[src/rtl/interval_timer_pkg.sv]
// interval_timer_pkg: shared state encoding, time width and default tick rate for the interval timer
package interval_timer_pkg;
  localparam int TIME_W = 5;
  localparam int DEFAULT_TICKS_PER_SEC = 50_000_000;
  typedef enum logic [1:0] {IDLE, LOAD, COUNT, EXPIRED} state_t;
endpackage

[src/rtl/interval_timer_if.sv]
// interval_timer_if: control/status bundle of the interval timer
// master drives start_timer and value; slave (the timer) returns expired, busy, remaining, one_hz_enable
interface interval_timer_if;
  import interval_timer_pkg::*;
  logic start_timer;
  logic [TIME_W-1:0] value;
  logic expired;
  logic busy;
  logic [TIME_W-1:0] remaining;
  logic one_hz_enable;
  modport master (output start_timer, value, input expired, busy, remaining, one_hz_enable);
  modport slave (input start_timer, value, output expired, busy, remaining, one_hz_enable);
endinterface

[src/rtl/interval_timer_tick_prescaler.sv]
// tick_prescaler: counts enabled cycles 0..TICKS-1 and flags the last one as tick
// ports: clock, reset (sync, active-high), clear (force count to 0), enable (count this cycle), tick (enable && count==TICKS-1)
module tick_prescaler #(
  parameter int TICKS = 4
) (
  input  logic clock,
  input  logic reset,
  input  logic clear,
  input  logic enable,
  output logic tick
);
  localparam int W = $clog2(TICKS);
  localparam logic [W-1:0] LAST = W'(TICKS - 1);
  logic [W-1:0] count;
  assign tick = enable && count == LAST;
  always_ff @(posedge clock) begin
    if (reset || clear) count <= '0;
    else if (enable) count <= tick ? '0 : count + 1'b1;
  end
endmodule

[src/rtl/interval_timer.sv]
// interval_timer: loads a seconds value, counts it down on a one-second tick and pulses expired at the end
// ports: clock, reset (sync, active-high), bus (interval_timer_if.slave: start_timer/value in; expired/busy/remaining/one_hz_enable out)
module interval_timer
  import interval_timer_pkg::*;
#(
  parameter int TICKS_PER_SEC = DEFAULT_TICKS_PER_SEC
) (
  input logic clock,
  input logic reset,
  interval_timer_if.slave bus
);
  state_t state, state_nx;
  logic tick, expired_q, busy_q;
  logic [TIME_W-1:0] remaining;
  // A restart request clears the prescaler; outside COUNT it is held at zero.
  tick_prescaler #(.TICKS(TICKS_PER_SEC)) u_prescaler (
    .clock (clock),
    .reset (reset),
    .clear (bus.start_timer || state != COUNT),
    .enable(state == COUNT),
    .tick  (tick)
  );
  // LOAD ignores start_timer; in COUNT/EXPIRED a restart beats tick and expiry.
  always_comb begin
    state_nx = state == IDLE ? (bus.start_timer ? LOAD : IDLE) :
               state == LOAD ? (bus.value == '0 ? EXPIRED : COUNT) :
               bus.start_timer ? LOAD :
               state == COUNT ? (tick && remaining == TIME_W'(1) ? EXPIRED : COUNT) : IDLE;
  end
  always_ff @(posedge clock) begin
    if (reset) begin
      state     <= IDLE;
      remaining <= '0;
      expired_q <= 1'b0;
      busy_q    <= 1'b0;
    end else begin
      state     <= state_nx;
      expired_q <= state_nx == EXPIRED;
      busy_q    <= state_nx == LOAD || state_nx == COUNT;
      if (state == LOAD) remaining <= bus.value;
      else if (state == COUNT && !bus.start_timer && tick) remaining <= remaining - 1'b1;
    end
  end
  assign bus.expired       = expired_q;
  assign bus.busy          = busy_q;
  assign bus.remaining     = remaining;
  assign bus.one_hz_enable = tick;
endmodule

[src/flat_wrapper.sv]
// flat-port wrapper written by rule: the top's interface ports become plain ports
module interval_timer_flat import interval_timer_pkg::*;
#(
  parameter int TICKS_PER_SEC = DEFAULT_TICKS_PER_SEC
)
  (clock, reset, bus_start_timer, bus_value, bus_expired, bus_busy, bus_remaining, bus_one_hz_enable);
  interval_timer_if bus_i ();
  input logic clock;
  input logic reset;
  input wire logic [$bits(bus_i.start_timer)-1:0] bus_start_timer;
  input wire logic [$bits(bus_i.value)-1:0] bus_value;
  output wire logic [$bits(bus_i.expired)-1:0] bus_expired;
  output wire logic [$bits(bus_i.busy)-1:0] bus_busy;
  output wire logic [$bits(bus_i.remaining)-1:0] bus_remaining;
  output wire logic [$bits(bus_i.one_hz_enable)-1:0] bus_one_hz_enable;
  assign bus_i.start_timer = bus_start_timer;
  assign bus_i.value = bus_value;
  assign bus_expired = bus_i.expired;
  assign bus_busy = bus_i.busy;
  assign bus_remaining = bus_i.remaining;
  assign bus_one_hz_enable = bus_i.one_hz_enable;
  interval_timer #(.TICKS_PER_SEC(TICKS_PER_SEC)) u_core (.clock(clock), .reset(reset), .bus(bus_i));
endmodule
[config.mk]
export PLATFORM = sky130hd
export DESIGN_NAME = interval_timer_flat
export DESIGN_NICKNAME = d
export VERILOG_FILES = /design/src/rtl/interval_timer_pkg.sv /design/src/rtl/interval_timer_if.sv /design/src/rtl/interval_timer_tick_prescaler.sv /design/src/rtl/interval_timer.sv /design/src/flat_wrapper.sv
export SDC_FILE = /design/constraint.sdc
export NUM_CORES = 1
export LEC_CHECK = 0
export ABC_AREA = 1
export CAP_MARGIN = 20
export CORE_AREA = 3 3 65 67
export CTS_CLUSTER_SIZE = 12
export DETAILED_ROUTE_END_ITERATION = 8
export DIE_AREA = 0 0 68 70
export PLACE_DENSITY = 0.77
export SLEW_MARGIN = 20
export SYNTH_ARGS = -nofsm -noshare
export SYNTH_HDL_FRONTEND = slang
export SYNTH_HIERARCHICAL = 1
export SYNTH_SLANG_ARGS = --single-unit
[constraint.sdc]
create_clock -name clock -period 2.2 [get_ports clock]
set_input_delay 0.44 -clock clock [delete_from_list [all_inputs] [get_ports clock]]
set_output_delay 0.44 -clock clock [all_outputs]
set_load 0.02 [all_outputs]
# After elaboration in Yosys (flattened, before gate mapping)
# Index checks and enable logic that the tools add are counted.
[totals]
word_cells = 36
reg_bits = 35
inputBits = 8
out_inout_bits = 8
[classes]
mux = 10
eq_ne = 8
n_addsub = 2
n_reduce_logical = 11
[op_table]
columns = ["op", "n"]
rows = [
  ["$add 26x1->26 const B", 1],
  ["$eq 26x26->1 const B", 1],
  ["$mux 26", 1],
  ["$mux 5", 2],
  ["$mux 2", 4],
  ["$eq 2x2->1 const B", 3],
  ["$eq 5x1->1 const B", 1],
  ["$logic_not 5->1", 1],
  ["$sub 5x1->5 const B", 1],
  ["$eq 2x1->1 const B", 2],
  ["$logic_and 1x1->1", 4],
  ["$logic_or 1x1->1", 3],
  ["$mux 1", 3],
  ["$logic_not 2->1", 1],
  ["$ne 2x2->1 const B", 1],
  ["$reduce_bool 2->1", 1],
  ["$logic_not 1->1", 1],
]

# Logic depth before layout (Yosys ltp)
# Gate-level depths: netlist of the first run.
[logic_depth]
word_depth = 10
mapped_depth = 12
depth_no_buf = 12

# By module
# The synthesis of the first run kept the hierarchy.
[modules_own_cells]
columns = ["module", "cells_per_inst", "n_inst", "area_per_inst_um2"]
rows = [
  ["tick_prescaler", 242, 1, 1570.3],
  ["interval_timer", 79, 1, 539.3],
]

# Worst setup path before layout of the first run
# Ideal clock, no wire load.
[synth_path]
path_type = "register -> register"
startpoint = "register u_core.state[1]"
endpoint = "register u_core.busy_q, in the netlist u_core/bus.busy"
path_stages_with_launch = 12
slack_ns = -0.310
t_required_ns = 2.091
arrival_ns = 2.400
cell_sequence = "dfxtp_1 inv_2 nor2_1 inv_1 nor3_1 nand3_1 o21ai_0 nand2_1 nand2_1 ha_1 inv_1 nor2_1"
[synth_between]
elab_chain_cells = 10
word_cells_on_any_way = 13
cone_classes = "eq/ne (4); mux (5); reduce/logical (4)"
[synth_lines]
columns = ["element", "line_no", "source"]
rows = [
  ["start, declared", "interval_timer.sv:12", "state_t state, state_nx;"],
  ["start signal, assigned", "interval_timer.sv:37", "state <= state_nx;"],
  ["$eq 2x2->1 *", "interval_timer.sv:20", ".enable(state == COUNT),"],
  ["$logic_and 1x1->1 *", "interval_timer_tick_prescaler.sv:15", "assign tick = enable && count == LAST;"],
  ["named net bus_one_hz_enable", "flat_wrapper.sv:15", "output wire logic [$bits(bus_i.one_hz_enable)-1:0] bus_one_hz_enable;"],
  ["$logic_and 1x1->1 *", "interval_timer.sv:28", "state == COUNT ? (tick && remaining == TIME_W'(1) ? EXPIRED : COUNT) : IDLE;"],
  ["$mux 1 *", "interval_timer.sv:28", ""],
  ["$mux 2 *", "interval_timer.sv:28", ""],
  ["$mux 2 *", "interval_timer.sv:27", "bus.start_timer ? LOAD :"],
  ["$mux 2 *", "interval_timer.sv:26", "state == LOAD ? (bus.value == '0 ? EXPIRED : COUNT) :"],
  ["$mux 2 *", "interval_timer.sv:25", "state_nx = state == IDLE ? (bus.start_timer ? LOAD : IDLE) :"],
  ["named net u_core.state_nx[0]", "interval_timer.sv:12", ""],
  ["$eq 2x1->1 or $eq 2x2->1 (tied branches)", "interval_timer.sv:39", "busy_q <= state_nx == LOAD || state_nx == COUNT;"],
  ["$logic_or 1x1->1 *", "interval_timer.sv:39", ""],
  ["end signal, assigned", "interval_timer.sv:35", "busy_q <= 1'b0;"],
  ["end signal, assigned", "interval_timer.sv:39", ""],
  ["end, declared", "interval_timer.sv:13", "logic tick, expired_q, busy_q;"],
]
# The timed path passes the listed nets; every way through them passes the cells marked *.
# A chain may end at the register's enable or synchronous reset.

# Worst setup path after layout of the first run
[layout_path]
startpoint = "register u_core.u_prescaler.count[18]"
endpoint = "register u_core.busy_q, in the netlist u_core/bus.busy"
[layout_between]
elab_chain_cells = 10
word_cells_on_any_way = 11
cone_classes = "eq/ne (3); mux (5); reduce/logical (3)"
[layout_lines]
columns = ["element", "line_no", "source"]
rows = [
  ["start, declared", "interval_timer_tick_prescaler.sv:14", "logic [W-1:0] count;"],
  ["start signal, assigned", "interval_timer_tick_prescaler.sv:18", "else if (enable) count <= tick ? '0 : count + 1'b1;"],
  ["$eq 26x26->1 *", "interval_timer_tick_prescaler.sv:15", ""],
  ["$logic_and 1x1->1 *", "interval_timer_tick_prescaler.sv:15", ""],
  ["$logic_and 1x1->1 *", "interval_timer.sv:28", ""],
  ["$mux 1 *", "interval_timer.sv:28", ""],
  ["$mux 2 *", "interval_timer.sv:28", ""],
  ["$mux 2 *", "interval_timer.sv:27", ""],
  ["$mux 2 *", "interval_timer.sv:26", ""],
  ["$mux 2 *", "interval_timer.sv:25", ""],
  ["named net u_core.state_nx[0]", "interval_timer.sv:12", ""],
  ["$eq 2x1->1 or $eq 2x2->1 (tied branches)", "interval_timer.sv:39", ""],
  ["$logic_or 1x1->1 *", "interval_timer.sv:39", ""],
]
# Marks and branches as above.

==> results of run 1 <==
-- area by class of cell --
type / instances / area, sq um
multi-input cells: 240 / 1240
inverters: 44 / 166
fillers: 324 / 1120
repair buffers: 36 / 303
clock buffers: 8 / 100
well taps: 48 / 60.1
flip-flops and latches: 35 / 701
-- cell families after synthesis --
family	count (synthesis)
simple gates	208
buf+inv	46
flops	35
compound gates	17
xor+xnor	11
fa+ha+maj	4
-- metrics by stage --
stage	cells	utilization, %
6_report	411	69.6
3_3_place_gp	403	67.0
4_1_cts	411	69.7
2_1_floorplan	321	-
5_1_grt	411	69.6
3_5_place_dp	403	67.0
-- layout by cell type, fill, tap and decap left out, types with 11 or more instances in the layout --
cell and instances:
clkdlybuf4s50_1 14, nor2_1 55, inv_1 40, nor3_1 11
nand4_1 13, buf_4 21, nand2_1 74, dfxtp_1 35
nand3_1 26
-- worst paths after layout --
| kind | startpoint | endpoint | slack [ns] |
|---|---|---|---|
| min | u_core/bus.remaining[3] | u_core/bus.remaining[3] | 0.51 |
| min reg2reg | u_core/bus.remaining[3] | u_core/bus.remaining[3] | 0.51 |
| max | u_core/u_prescaler/count[18] | u_core/bus.busy | 0.20 |
| max reg2reg | u_core/u_prescaler/count[18] | u_core/bus.busy | 0.20 |
-- worst max-delay path: cells and delay by family (launching register included) --
kind	cells	cell delay [ns]
AO/OA/AOI/OAI	1	0.13
adder cells (fa/ha/maj)	1	0.23
AND/OR/NAND/NOR	8	0.84
buffers and inverters	3	0.32
flip-flops	1	0.36
-- routing by layer --
metal,part of all wire (%),up-vias
met4,2.0,0
li1,-,1102
met2,46,47
met3,5.3,10
met5,0,-
met1,47,991
-- report_power, final --
| part | switching (mW) | internal, mW |
|---|---|---|
| logic | 0.0939 | 0.0724 |
| registers | 0.0111 | 0.648 |
| clock network | 0.223 | 0.286 |
-- repair_timing --
action                                  4_1_cts  5_1_grt
endpoints found under the setup margin        1        2
hold buffers                                  0        0
setup buffers                                 0        0
resized for setup                             1        3
pin swaps                                     0        1
-- state kept, by name, indices dropped and copies added, names as in the netlist --
name / cells
u_core/bus.remaining: 5
u_core/bus.expired: 1
u_core/state: 2
u_core/bus.busy: 1
u_core/u_prescaler/count: 26
==> impl_metrics.json, run 1 <==
{
  "start_util_pct": 57.2,
  "slowest_stage": "dfxtp_1",
  "ys.flop_type": "dfxtp_1",
  "fp.dieW_microns": 68,
  "htreeDepth": 2,
  "ant_nets": 0,
  "port_buffers": 15,
  "yosysTopAreaCellShare_pct": 33.2,
  "period_share_pct": 90.9,
  "crit_required_ns": 2.38,
  "maxCapViolCount": 0,
  "yosys_warnings": 6,
  "first_iter_violations": 162,
  "firstDrtPassIters": 4,
  "cts_root_buf": "clkbuf_8",
  "wirelength_microns": 4920,
  "synth_top_family_by_area": "simple AND/OR/NAND/NOR gates",
  "hold_depth": 2,
  "cellPowerDensity_mw_per_mm2": 519,
  "crit_type": "reg -> reg",
  "async_flop_share_pct": 0,
  "relSlewSlack_pct": 78.1,
  "finalHoldViolCount": 0,
  "synth_cell_type_count": 32,
  "worst_slack_ns": 0.201,
  "worstMarginPinSlew_ns": 0.327,
  "nets": 374,
  "synth_edf_count": 0,
  "yosys_register_bits": 35,
  "synth_area_leaders": "dfxtp_1, nand2_1, nor2_1",
  "grt_use_met3_pct": 5.31,
  "clock_latency_ns": 0.29,
  "cts_buffers": 5,
  "syn_avg_cell_area_sq_um": 6.57,
  "clockBufferDepth": 2,
  "antennaDiodeCount": 0,
  "grt_pass1_vias": 1952,
  "synthAdderAreaFrac_pct": 2.37,
  "dpl_worst_slack_ns": 0.115,
  "skew_ns": 0.00746,
  "arrival_ns": 2.18,
  "placed_area_sq_mm": 0.00247,
  "setup_viol": 0,
  "post_drt_wl_per_cell_microns": 12.0,
  "io_pins": 16,
  "vias": 2150,
  "end_kind": "flop",
  "ir_drop_mv": 0.381,
  "synth_most_common_cell": "nand2_1",
  "grt_pass1_wl_microns": 8290,
  "r2r.worst_path.cells": 13,
  "antenna_found_initial": 0,
  "grt.total_usage_pct": 22.4,
  "met2_usage_pct": 33.9,
  "hpwl_microns": 3740,
  "place.gp.congestion": 0.920,
  "die_h_microns": 70,
  "fin_area_sq_mm": 0.00257,
  "min_period_ns": 2.00,
  "clkSlewWorstSetupHoldPaths_ns": 0.07,
  "path_cells": "inv_1, nand4_1, nor2_1, nand4_1, nor3_4, buf_4, nand3_1, o21ai_1, nand2_1, nand2_1, ha_1, inv_1, nor2_1",
  "synth_compound_area_share_pct": 4.80,
  "path_max_fanout": 6,
  "coreArea_sq_mm": 0.00369,
  "hp-class": "reg -> reg",
  "worstSetupStartpointType": "flop",
  "syn_nets": 333,
  "rows": 22,
  "drt-vias-per-instance": 5.23,
  "yosysTopAreaCell": "dfxtp_1",
  "drive_gt1_share_pct": 16.8,
  "grt_max_degree": 12,
  "cts.sinks": 35,
  "synthMuxAreaShare_pct": 0,
  "syn_to_final_growth_pct": 21.7,
  "synthCells": 321,
  "status": "finished, final reports clean",
  "whs_ns": 0.510,
  "p_leak_nw": 1.00,
  "slowest_delay_ns": 0.36,
  "slew_violations": 0,
  "fmax_ghz": 0.500,
  "finalPower_mw": 1.33,
  "fin_setup_tns_ns": 0,
  "busiest_layer": "met2",
  "synth_top_cells_by_count": "nand2_1, nor2_1, inv_1",
  "overflow": 0,
  "cts_tree": "built",
  "use_met1_pct": 29.5,
  "synth_xor_xnor_area_share_pct": 4.57,
  "drc_errors": 0,
  "rsz0062_at_grt": "false",
  "yosysSeqAreaShare_pct": 33.2,
  "synth-simple-area-share_pct": 46.4,
  "synth_area_sq_mm": 0.00211,
  "die_area_sq_mm": 0.00476
}
Power figures use the tool's default switching activity.
==> run 2, diff against run 1 <==
- CTS_CLUSTER_SIZE: 12 -> not set
==> results of run 2 <==
Same layout as run 1: the final DEF is identical, and so are final timing and power.
